[src/rtl/usb_fs_receiver_pkg.sv]
// Shared definitions for the USB full-speed receive front end: line-state
// encodings, receiver FSM states, bus timing defaults and PID constants.
package usb_fs_receiver_pkg;

    // Synchronized line state as {D+, D-}
    typedef enum logic [1:0] {
        LS_SE0 = 2'b00,
        LS_K   = 2'b01,
        LS_J   = 2'b10,
        LS_SE1 = 2'b11
    } line_state_e;

    typedef enum logic [2:0] {
        ST_IDLE  = 3'd0,
        ST_SYNC  = 3'd1,
        ST_DATA  = 3'd2,
        ST_EOP   = 3'd3,
        ST_ABORT = 3'd4
    } rx_state_e;

    // 2.5 us of SE0 at 48 MHz marks a bus reset
    localparam int RESET_CYCLES_DEFAULT   = 120;
    // Decoded zeros needed ahead of the SYNC-terminating one
    localparam int MIN_SYNC_ZEROS_DEFAULT = 5;

    localparam logic [7:0] PID_ACK   = 8'hD2;
    localparam logic [7:0] PID_NAK   = 8'h5A;
    localparam logic [7:0] PID_STALL = 8'h1E;
    localparam logic [7:0] PID_DATA0 = 8'hC3;
    localparam logic [7:0] PID_DATA1 = 8'h4B;

    // NRZI: an unchanged line level decodes as 1, a transition as 0
    function automatic logic nrzi_decode(input line_state_e cur, input line_state_e prev);
        return (cur == prev);
    endfunction

endpackage

[src/rtl/usb_fs_receiver_if.sv]
// Receive-side bundle from the front end to the packet decoder.
interface usb_fs_receiver_if;
    logic [7:0] byte_data;
    logic       byte_valid;
    logic       packet_start;
    logic       packet_end;
    logic       packet_error;
    logic       bus_reset;

    modport master (
        output byte_data, byte_valid, packet_start, packet_end, packet_error, bus_reset
    );

    modport slave (
        input byte_data, byte_valid, packet_start, packet_end, packet_error, bus_reset
    );
endinterface

[src/rtl/usb_fs_receiver_line_sampler.sv]
// Line sampler: two-flop synchronizers on D+/D-, line-state decode and the
// 4x oversampling phase counter that picks the mid-bit sample point.
module usb_line_sampler
    import usb_fs_receiver_pkg::*;
(
    input  logic        clock48,
    input  logic        reset,
    input  logic        data_p,
    input  logic        data_n,
    output line_state_e line_state,
    output logic        sample_strobe
);

    logic [1:0] sync1_q, sync1_d;
    logic [1:0] sync2_q, sync2_d;
    logic [1:0] phase_q, phase_d;

    // Next values for the synchronizer chain and phase counter; the phase
    // restarts on the same edge the synchronized state takes a new value
    always_comb begin
        sync1_d = {data_p, data_n};
        sync2_d = sync1_q;
        if (sync1_q != sync2_q) begin
            phase_d = 2'd0;
        end else begin
            phase_d = phase_q + 2'd1;
        end
    end

    // Sampler registers; the line is assumed idle (J) out of reset
    always_ff @(posedge clock48) begin
        if (reset) begin
            sync1_q <= LS_J;
            sync2_q <= LS_J;
            phase_q <= 2'd0;
        end else begin
            sync1_q <= sync1_d;
            sync2_q <= sync2_d;
            phase_q <= phase_d;
        end
    end

    assign line_state    = line_state_e'(sync2_q);
    assign sample_strobe = (phase_q == 2'd2);

endmodule

[src/rtl/usb_fs_receiver.sv]
// USB full-speed receiver: SYNC detection, NRZI decode, bit unstuffing,
// LSB-first byte assembly, EOP/abort signalling and bus-reset detection.
module usb_fs_receiver
    import usb_fs_receiver_pkg::*;
#(
    parameter int RESET_CYCLES   = RESET_CYCLES_DEFAULT,
    parameter int MIN_SYNC_ZEROS = MIN_SYNC_ZEROS_DEFAULT
) (
    input  logic              clock48,
    input  logic              reset,
    input  logic              data_p,
    input  logic              data_n,
    usb_fs_receiver_if.master rx
);

    localparam logic [7:0] RESET_LIMIT = 8'(RESET_CYCLES);
    localparam logic [3:0] SYNC_MIN    = 4'(MIN_SYNC_ZEROS);

    line_state_e line_state_s;
    logic        sample_strobe_s;
    logic        dec_bit_s;
    logic        se0_s;

    rx_state_e   state_q, state_d;
    line_state_e prev_q, prev_d;
    logic [3:0]  zero_cnt_q, zero_cnt_d;
    logic [2:0]  ones_cnt_q, ones_cnt_d;
    logic [2:0]  bit_cnt_q, bit_cnt_d;
    logic [6:0]  shift_q, shift_d;
    logic [2:0]  idle_cnt_q, idle_cnt_d;
    logic [7:0]  se0_cnt_q, se0_cnt_d;
    logic [7:0]  byte_data_q, byte_data_d;
    logic        byte_valid_q, byte_valid_d;
    logic        packet_start_q, packet_start_d;
    logic        packet_end_q, packet_end_d;
    logic        packet_error_q, packet_error_d;
    logic        bus_reset_q, bus_reset_d;

    usb_line_sampler u_sampler (
        .clock48       (clock48),
        .reset         (reset),
        .data_p        (data_p),
        .data_n        (data_n),
        .line_state    (line_state_s),
        .sample_strobe (sample_strobe_s)
    );

    assign dec_bit_s = nrzi_decode(line_state_s, prev_q);
    assign se0_s     = (line_state_s == LS_SE0);

    // Packet FSM next state: acts only on the mid-bit sample strobe
    always_comb begin
        state_d        = state_q;
        prev_d         = prev_q;
        zero_cnt_d     = zero_cnt_q;
        ones_cnt_d     = ones_cnt_q;
        bit_cnt_d      = bit_cnt_q;
        shift_d        = shift_q;
        idle_cnt_d     = idle_cnt_q;
        byte_data_d    = byte_data_q;
        byte_valid_d   = 1'b0;
        packet_start_d = 1'b0;
        packet_end_d   = 1'b0;
        packet_error_d = 1'b0;
        if (sample_strobe_s) begin
            case (state_q)
                ST_IDLE: begin
                    if (line_state_s == LS_K) begin
                        // The first K is already the first decoded zero of SYNC
                        state_d    = ST_SYNC;
                        prev_d     = LS_K;
                        zero_cnt_d = 4'd1;
                    end else begin
                        prev_d = LS_J;
                    end
                end
                ST_SYNC: begin
                    if ((line_state_s == LS_SE0) || (line_state_s == LS_SE1)) begin
                        state_d = ST_IDLE;
                        prev_d  = LS_J;
                    end else if (!dec_bit_s) begin
                        prev_d = line_state_s;
                        if (zero_cnt_q != 4'd15) begin
                            zero_cnt_d = zero_cnt_q + 4'd1;
                        end else begin
                            zero_cnt_d = zero_cnt_q;
                        end
                    end else if (zero_cnt_q >= SYNC_MIN) begin
                        // SYNC's closing 1 seeds the stuffing run
                        state_d        = ST_DATA;
                        prev_d         = line_state_s;
                        packet_start_d = 1'b1;
                        ones_cnt_d     = 3'd1;
                        bit_cnt_d      = 3'd0;
                    end else begin
                        state_d = ST_IDLE;
                        prev_d  = LS_J;
                    end
                end
                ST_DATA: begin
                    if (line_state_s == LS_SE0) begin
                        state_d        = ST_EOP;
                        packet_end_d   = 1'b1;
                        packet_error_d = (bit_cnt_q != 3'd0);
                    end else if (line_state_s == LS_SE1) begin
                        state_d        = ST_ABORT;
                        idle_cnt_d     = 3'd0;
                        packet_end_d   = 1'b1;
                        packet_error_d = 1'b1;
                    end else if (ones_cnt_q == 3'd6) begin
                        prev_d = line_state_s;
                        if (dec_bit_s) begin
                            // Seventh consecutive one: stuff error
                            state_d        = ST_ABORT;
                            idle_cnt_d     = 3'd0;
                            packet_end_d   = 1'b1;
                            packet_error_d = 1'b1;
                        end else begin
                            // Stuffed zero is dropped
                            ones_cnt_d = 3'd0;
                        end
                    end else begin
                        prev_d    = line_state_s;
                        shift_d   = {dec_bit_s, shift_q[6:1]};
                        bit_cnt_d = bit_cnt_q + 3'd1;
                        if (dec_bit_s) begin
                            ones_cnt_d = ones_cnt_q + 3'd1;
                        end else begin
                            ones_cnt_d = 3'd0;
                        end
                        if (bit_cnt_q == 3'd7) begin
                            byte_data_d  = {dec_bit_s, shift_q};
                            byte_valid_d = 1'b1;
                        end else begin
                            byte_valid_d = 1'b0;
                        end
                    end
                end
                ST_EOP: begin
                    if ((line_state_s == LS_J) || (line_state_s == LS_K)) begin
                        state_d = ST_IDLE;
                        prev_d  = LS_J;
                    end else begin
                        state_d = ST_EOP;
                    end
                end
                ST_ABORT: begin
                    if (line_state_s != LS_J) begin
                        idle_cnt_d = 3'd0;
                    end else if (idle_cnt_q == 3'd7) begin
                        state_d    = ST_IDLE;
                        prev_d     = LS_J;
                        idle_cnt_d = 3'd0;
                    end else begin
                        idle_cnt_d = idle_cnt_q + 3'd1;
                    end
                end
                default: begin
                    state_d = ST_IDLE;
                    prev_d  = LS_J;
                end
            endcase
        end else begin
            state_d = state_q;
        end
    end

    // Bus-reset detector: saturating SE0 run length, one pulse per run
    always_comb begin
        bus_reset_d = se0_s && (se0_cnt_q == (RESET_LIMIT - 8'd1));
        if (!se0_s) begin
            se0_cnt_d = 8'd0;
        end else if (se0_cnt_q != RESET_LIMIT) begin
            se0_cnt_d = se0_cnt_q + 8'd1;
        end else begin
            se0_cnt_d = se0_cnt_q;
        end
    end

    // All receiver state and registered outputs
    always_ff @(posedge clock48) begin
        if (reset) begin
            state_q        <= ST_IDLE;
            prev_q         <= LS_J;
            zero_cnt_q     <= 4'd0;
            ones_cnt_q     <= 3'd0;
            bit_cnt_q      <= 3'd0;
            shift_q        <= 7'd0;
            idle_cnt_q     <= 3'd0;
            se0_cnt_q      <= 8'd0;
            byte_data_q    <= 8'd0;
            byte_valid_q   <= 1'b0;
            packet_start_q <= 1'b0;
            packet_end_q   <= 1'b0;
            packet_error_q <= 1'b0;
            bus_reset_q    <= 1'b0;
        end else begin
            state_q        <= state_d;
            prev_q         <= prev_d;
            zero_cnt_q     <= zero_cnt_d;
            ones_cnt_q     <= ones_cnt_d;
            bit_cnt_q      <= bit_cnt_d;
            shift_q        <= shift_d;
            idle_cnt_q     <= idle_cnt_d;
            se0_cnt_q      <= se0_cnt_d;
            byte_data_q    <= byte_data_d;
            byte_valid_q   <= byte_valid_d;
            packet_start_q <= packet_start_d;
            packet_end_q   <= packet_end_d;
            packet_error_q <= packet_error_d;
            bus_reset_q    <= bus_reset_d;
        end
    end

    assign rx.byte_data    = byte_data_q;
    assign rx.byte_valid   = byte_valid_q;
    assign rx.packet_start = packet_start_q;
    assign rx.packet_end   = packet_end_q;
    assign rx.packet_error = packet_error_q;
    assign rx.bus_reset    = bus_reset_q;

endmodule
[src/flat_wrapper.sv]
// flat-port wrapper written by rule: the top's interface ports become plain ports
module usb_fs_receiver_flat import usb_fs_receiver_pkg::*;
#(
    parameter int RESET_CYCLES   = RESET_CYCLES_DEFAULT,
    parameter int MIN_SYNC_ZEROS = MIN_SYNC_ZEROS_DEFAULT
)
  (clock48, reset, data_p, data_n, rx_byte_data, rx_byte_valid, rx_packet_start, rx_packet_end, rx_packet_error, rx_bus_reset);
  usb_fs_receiver_if rx_i ();
  input  logic clock48;
  input  logic reset;
  input  logic data_p;
  input  logic data_n;
  output wire logic [$bits(rx_i.byte_data)-1:0] rx_byte_data;
  output wire logic [$bits(rx_i.byte_valid)-1:0] rx_byte_valid;
  output wire logic [$bits(rx_i.packet_start)-1:0] rx_packet_start;
  output wire logic [$bits(rx_i.packet_end)-1:0] rx_packet_end;
  output wire logic [$bits(rx_i.packet_error)-1:0] rx_packet_error;
  output wire logic [$bits(rx_i.bus_reset)-1:0] rx_bus_reset;
  assign rx_byte_data = rx_i.byte_data;
  assign rx_byte_valid = rx_i.byte_valid;
  assign rx_packet_start = rx_i.packet_start;
  assign rx_packet_end = rx_i.packet_end;
  assign rx_packet_error = rx_i.packet_error;
  assign rx_bus_reset = rx_i.bus_reset;
  usb_fs_receiver #(.RESET_CYCLES(RESET_CYCLES), .MIN_SYNC_ZEROS(MIN_SYNC_ZEROS)) u_core (.clock48(clock48), .reset(reset), .data_p(data_p), .data_n(data_n), .rx(rx_i));
endmodule
[config.mk]
export PLATFORM = sky130hd
export DESIGN_NAME = usb_fs_receiver_flat
export DESIGN_NICKNAME = d
export VERILOG_FILES = /design/src/rtl/usb_fs_receiver_pkg.sv /design/src/rtl/usb_fs_receiver_if.sv /design/src/rtl/usb_fs_receiver_line_sampler.sv /design/src/rtl/usb_fs_receiver.sv /design/src/flat_wrapper.sv
export SDC_FILE = /design/constraint.sdc
export NUM_CORES = 1
export LEC_CHECK = 0
export ABC_AREA = 1
export CAP_MARGIN = 20
export CELL_PAD_IN_SITES_DETAIL_PLACEMENT = 1
export CELL_PAD_IN_SITES_GLOBAL_PLACEMENT = 1
export CORE_MARGIN = 5
export CORE_UTILIZATION = 38
export DETAILED_ROUTE_END_ITERATION = 8
export PLACE_DENSITY = 0.73
export SYNTH_ARGS = -nofsm -noshare
export SYNTH_HDL_FRONTEND = slang
export SYNTH_SLANG_ARGS = --single-unit
export TNS_END_PERCENT = 100
[constraint.sdc]
create_clock -name clock48 -period 1.5 [get_ports clock48]
set_input_delay 0.3 -clock clock48 [delete_from_list [all_inputs] [get_ports clock48]]
set_output_delay 0.3 -clock clock48 [all_outputs]
set_load 0.02 [all_outputs]
* Word level (Yosys, flattened, before mapping)
Cells that the tools add are included.
** Cells by class
- $add $sub $neg :: 6
- Multiply operators :: 0
- Div/mod/pow operators :: 0
- Magnitude comparators :: 1
- Eq/ne operators :: 35
- Shift-type cells :: 0
- Muxes and demuxes :: 57
- Bitwise logic cells :: 7
- Reductions and logical operators :: 22
** Operators with widths (count)
- 3-bit two-way mux :: 29
- 2-bit two-way mux :: 11
- 3-bit one-hot mux with 2 select lines :: 3
- 6-bit AND reduction :: 3
- 4-bit two-way mux :: 4
- 8-bit AND reduction :: 2
- 3-bit one-hot mux with 5 select lines :: 1
- 2-bit != test (second input constant) :: 7
- 3-bit equality test (second input constant) :: 4
- 2-bit by 1-bit != test with 1-bit output (second input constant) :: 6
- 2-bit one-hot mux with 5 select lines :: 1
- 5-bit AND reduction :: 2
- 3-bit by 1-bit adder with 3-bit output (second input constant) :: 3
- 3-bit by 1-bit != test with 1-bit output (second input constant) :: 3
- 8-bit by 1-bit adder with 8-bit output (second input constant) :: 1
- 8-bit by 7-bit equality test with 1-bit output (second input constant) :: 1
- 4-bit by 1-bit != test with 1-bit output (second input constant) :: 2
- 8-bit by 7-bit != test with 1-bit output (second input constant) :: 1
- 4-bit one-hot mux with 2 select lines :: 1
- 1-bit two-way mux :: 7
- 1-bit inverter :: 7
- 7-bit AND reduction :: 1
- 2-bit equality test (second input constant) :: 3
- 3-bit by 2-bit equality test with 1-bit output (second input constant) :: 2
- 19 further kinds :: 23
** Storage, ports and cells
- Register bits after elaboration :: 52
- Latch bits :: 0
- Bits in writable memories :: 0
- Memory bits (read-only) :: 0
- Word-level logic and storage cells :: 145
- Memories :: 0

* Depth between registers and ports, before layout
- Depth after elaboration :: 6
- Mapped depth :: 13
- Depth with buffers taken out :: 13

* Hierarchy
From an unflattened synthesis, not the netlist that was laid out.
** Second synthesis, totals
- Cells, all modules :: 378
- Area total of the unflattened synthesis :: 2680.1 µm²
** By module, submodules not included
- usb_fs_receiver :: times used 1, cells each 351, area an instance 2461.1 µm², seq. area each 920.9 µm²
- usb_line_sampler :: times used 1, cells each 27, area an instance 219.0 µm², seq. area each 120.1 µm²

* Worst setup path after synthesis
No wires, ideal clock.
- Path type :: register to register
- From :: register u_core.u_sampler.sync2_q[0] (netlist: u_core.u_sampler.line_state[0])
- To :: register u_core.bit_cnt_q[0]
- Arrival :: 1424 ps
- Path slack :: -37 ps
- Cell stages (with the launch flop) :: 10
- Buffers on the path :: 0
- Clock period less this slack :: 1537 ps
- Path through :: dfxtp_1 inv_1 ha_1 inv_1 nand2_1 nand2_1 nor2_4 nand2_2 a21oi_1 nor2_1
** On the way
- Longest elaborated chain between the ends :: 4
- Elaborated cells between the ends (all ways) :: 9
- Those cells by class :: 6 x eq/ne; 3 x reduce/logical
** Ends and longest elaborated chain
- from (decl) :: line usb_fs_receiver_line_sampler.sv:15 : logic [1:0] sync2_q, sync2_d;
- from (signal assigned) :: line usb_fs_receiver_line_sampler.sv:38 : sync2_q <= sync2_d;
- 2-bit equality test or 2-bit logical NOT (tied branches) :: line usb_fs_receiver.sv:78, usb_fs_receiver.sv:105, usb_fs_receiver.sv:101
- 1-bit logical OR :: line usb_fs_receiver.sv:78 : if ((line_state_s == LS_SE0) || (line_state_s == LS_SE1)) begin
- 2-bit != test (no source line)
- 8-bit AND reduction (no source line) *
- to (signal assigned) :: line usb_fs_receiver.sv:202 : bit_cnt_q <= bit_cnt_d;
- to (decl) :: line usb_fs_receiver.sv:28 : logic [2:0] bit_cnt_q, bit_cnt_d;
Every way passes the cells marked *; elsewhere a longest branch is shown, timed or not.
A chain may end at the register's enable or synchronous reset.

* Worst setup path in the final report
- From :: register u_core.u_sampler.sync2_q[0] (netlist: u_core.u_sampler.line_state[0])
- To :: register u_core.state_q[0]
** On the way
- Longest elaborated chain between the ends :: 4
- Elaborated cells between the ends (all ways) :: 19
- Those cells by class :: 10 x eq/ne; 5 x mux; 4 x reduce/logical
** Ends and longest elaborated chain
- 2-bit equality test, or another cell as far along :: line usb_fs_receiver.sv:78, usb_fs_receiver.sv:105
- 3-bit two-way mux, or another cell as far along :: line usb_fs_receiver.sv:105 : end else if (line_state_s == LS_SE1) begin
- 3-bit two-way mux, or another cell as far along :: line usb_fs_receiver.sv:101 : if (line_state_s == LS_SE0) begin
- 3-bit one-hot mux with 5 select lines or 7-bit AND reduction (tied branches)
- to (signal assigned) :: line usb_fs_receiver.sv:198 : state_q <= state_d;
- to (decl) :: line usb_fs_receiver.sv:24 : rx_state_e state_q, state_d;
Parallel ways exist; a longest one is shown, timed or not.

==> out/metrics.yaml <==
io_pins: 17
critical_path.n_buffers_inverters: 3
initial_core_util_pct: 39.2
post-synth-top-area-fraction_pct: 38.9
internal-power_mw: 1.82
grt_setup_unrepaired: "yes"
worst_hold_margin_ps: 419
portBuffers: 16
max_cap_violations: 0
number_of_remaining_drc_errors: 0
finish.net_count: 477
fp.dieH_um: 93.9
detail_route.vias_per_cell: 4.75
critical-path-top-delay-family: "simple AND/OR/NAND/NOR gates"
ys_seq_elements: 52
grt_first_pass_wirelength_mm: 12.2
post_dp_cell_area_um2: 3250
die_area_um2: 8820
site_row_count: 30
synth.cell_area_um2: 2680
syn_area_per_cell_um2: 6.97
worst_setup_path_end_kind: "flop"
clk_path_buf_depth: 2
grt_pass1_vias: 2656
detail_route.wirelength.met1_mm: 3.39
leakage_nw: 1.73
wl_mm: 7.68
worstPathMaxFanout: 6
postSynthCellCount: 384
layout_min_cycle_time_ps: 1550
wl_met3_um: 128
critical_path.slowest_cell: "sky130_fd_sc_hd__dfxtp_4"
pwr-share-clk_pct: 35.0
tightestPinTransition_ps: 344
synth.area.top_cells: "sky130_fd_sc_hd__dfxtp_1 39%, sky130_fd_sc_hd__nand2_1 13%, sky130_fd_sc_hd__nor2_1 8.1%"
postLayoutCellArea_um2: 3690
drv_slew: 0
setup_ws_ps: -53.8
wl_met2_mm: 4.06
seq_power_share_pct: 56.3
tritoncts: "yes"
vdd_ir_drop_max_v: 0.000330
grt.total_usage_pct: 17.0
cp_common_cell: "sky130_fd_sc_hd__nand3_1"
fin_worst_skew_ps: 9.00
final_min_period_over_clock_period_pct: 104
hpwl_mm: 5.29
cts.clk_slew.worst_paths_ps: 110
setup_viol_count_final: 9
pwr_density_cell_nw_per_um2: 671
worstSkewPairLatency_ps: 310
num_vias: 2629
dp_slack_ps: -81.6
grt_antenna_before_repair: 0
clock-root-buffer: "sky130_fd_sc_hd__clkbuf_8"
detail_route.first_pass.iterations: 4
crit_path_max_incr_delay_ps: 370
synth_largest_area_cell: "sky130_fd_sc_hd__dfxtp_1"
crit_required_ps: 1750
dpl.cell_count: 530
yosys_warnings: 0
worstPathCellList: "inv_4 > buf_4 > ha_1 > inv_1 > nand2_1 > nand3_1 > nor2_4 > nand3_1 > a21oi_1"
failed_checks: "setup timing"
netSwitchingFraction_pct: 26.5
max_slew_margin_pct: 76.9
net-switching-power_mw: 0.657
synthDistinctLibCells: 31
cts_hold_repair.buffers: 0
route.antenna.remaining_nets: 0
start_kind: "flop"
largest_net_degree_at_the_start_of_global_routing: 30
report.final.hold_viol_count: 0
routed_wire_length_per_instance_um: 13.9
antenna_cells_inserted: 0
clock_tree.htree_level_count: 2
clock_sinks: 52
setup.worst_path.class: "flop to flop"
yosysSeqAreaShare_pct: 38.9
final_estimated_routing_congestion_in_global_placement: 0.851
timing.critical_path.arrival_ps: 1800
share_comb_of_total_power_pct: 8.7
placeableCoreArea_um2: 6830
status: "finished, violations left"
clock.fmax_mhz: 644
die_x_extent_um: 93.9
post_route_cells_drive_above_1_share_pct: 33.3
gr-total-overflow: 0
cts_buf_count: 5
hold_path.class: "flop to flop"
top_layer: "met4"
finish.cell_count_without_fillers: 553
flow.area_growth_from_synthesis_pct: 37.9
synth.net_count: 405
drt_iter0_drc: 87
final cells by class:
type | count | area (um2)
Clock buffer | 5 | 68.8
Clock inverter | 3 | 25.0
Fill cell | 881 | 3140
Inverter | 54 | 216
Multi-Input combinational cell | 273 | 1610
Sequential cell | 52 | 1060
Tap cell | 96 | 120
Timing Repair Buffer | 70 | 588
metal layers:
metal	global-route usage [%]	up-vias
met5	0	-
met4	4.93	0
met3	2.24	11
met2	29.3	23
met1	22.2	1245
li1	-	1350
cells in the final DEF, fill, tap and decap left out, types with 5 or more instances in the layout:
cell type and count:
sky130_fd_sc_hd__a21oi_1 18, sky130_fd_sc_hd__o21ai_0 13, sky130_fd_sc_hd__nor2_1 46, sky130_fd_sc_hd__nand2_1 76, sky130_fd_sc_hd__dfxtp_1 41, sky130_fd_sc_hd__nor2_2 13
sky130_fd_sc_hd__nor2_4 8, sky130_fd_sc_hd__nand2_2 21, sky130_fd_sc_hd__inv_1 41, sky130_fd_sc_hd__dfxtp_2 7, sky130_fd_sc_hd__dlygate4sd2_1 13, sky130_fd_sc_hd__buf_4 46
sky130_fd_sc_hd__inv_2 8, sky130_fd_sc_hd__clkbuf_8 5, sky130_fd_sc_hd__nand3_1 21, sky130_fd_sc_hd__buf_6 7, sky130_fd_sc_hd__nand2_4 5, sky130_fd_sc_hd__ha_1 14
state kept, by name, summed over array words and instances (netlist names):
| register | cells |
|---|---|
| u_core.zero_cnt_q | 4 |
| u_core.u_sampler.sync1_q | 2 |
| u_core.u_sampler.phase_q | 2 |
| u_core.bit_cnt_q | 3 |
| u_core.shift_q | 7 |
| u_core.rx.bus_reset | 1 |
| u_core.u_sampler.line_state | 2 |
| u_core.se0_cnt_q | 8 |
| u_core.prev_q | 2 |
| u_core.rx.packet_start | 1 |
| u_core.ones_cnt_q | 3 |
| u_core.idle_cnt_q | 3 |
| u_core.rx.byte_data | 8 |
| u_core.state_q | 3 |
| u_core.rx.packet_error | 1 |
| u_core.rx.byte_valid | 1 |
| u_core.rx.packet_end | 1 |
kinds of logic (layout without fill, tap and decap cells):
kind of cell	Yosys count	after routing	synth area share, %
AND/OR/NAND/NOR	210	210	35.0
buffers and inverters	59	132	8.60
flip-flops	52	52	38.9
AO/OA/AOI/OAI	43	43	8.56
adder cells (fa/ha/maj)	17	17	7.95
XOR/XNOR	3	3	0.982
synthesized netlist by cell type:
cell and instances:
sky130_fd_sc_hd__a21oi_1 22, sky130_fd_sc_hd__a31oi_1 1, sky130_fd_sc_hd__buf_2 3, sky130_fd_sc_hd__buf_4 1
sky130_fd_sc_hd__clkbuf_1 1, sky130_fd_sc_hd__clkinv_2 1, sky130_fd_sc_hd__dfxtp_1 52, sky130_fd_sc_hd__ha_1 17
sky130_fd_sc_hd__inv_1 51, sky130_fd_sc_hd__inv_2 2, sky130_fd_sc_hd__nand2_1 92, sky130_fd_sc_hd__nand2_2 8
sky130_fd_sc_hd__nand2_4 2, sky130_fd_sc_hd__nand3_1 23, sky130_fd_sc_hd__nand3_2 1, sky130_fd_sc_hd__nand4_1 4
sky130_fd_sc_hd__nor2_1 58, sky130_fd_sc_hd__nor2_2 6, sky130_fd_sc_hd__nor2_4 3, sky130_fd_sc_hd__nor3_1 4
sky130_fd_sc_hd__nor3b_1 3, sky130_fd_sc_hd__nor4_1 2, sky130_fd_sc_hd__o2111ai_1 1, sky130_fd_sc_hd__o21a_1 1
sky130_fd_sc_hd__o21ai_0 14, sky130_fd_sc_hd__o21ai_1 2, sky130_fd_sc_hd__o21ai_2 1, sky130_fd_sc_hd__o31ai_1 1
sky130_fd_sc_hd__or2_2 4, sky130_fd_sc_hd__xnor2_1 1, sky130_fd_sc_hd__xor2_1 2
final timing paths:
kind,from,end,slack (ps),cells past startpoint
max,u_core.u_sampler.line_state[0],u_core.state_q[0],-50,9
max reg2reg,u_core.u_sampler.line_state[0],u_core.state_q[0],-50,9
min,u_core.u_sampler.phase_q[0],u_core.u_sampler.phase_q[0],420,1
min reg2reg,u_core.u_sampler.phase_q[0],u_core.u_sampler.phase_q[0],420,1
through the flow:
step	setup TNS (ps)	total power, mW	utilization (%)
6_report	-232	2.48	54.0
3_5_place_dp	-885	1.61	47.5
3_3_place_gp	-81.5	1.61	47.5
4_1_cts	-79.6	2.49	50.7
5_1_grt	-2480	2.59	54.0
2_1_floorplan	0	1.52	-
timing repair:
action                                  in CTS  in global routing
buffers inserted                             4                 11
pin swaps                                   14                 22
gates resized for setup                     51                 50
hold endpoints to repair                     0                  0
endpoints found under the setup margin      39                 34
power groups by stage:
stage	logic (mW)	clock network (mW)	registers, mW
2_1_floorplan	0.0916	0	1.43
3_3_place_gp	0.176	0	1.43
3_5_place_dp	0.183	0	1.43
4_1_cts	0.189	0.900	1.40
5_1_grt	0.235	0.956	1.40
6_report	0.214	0.867	1.40
Power figures use the tool's default switching activity.
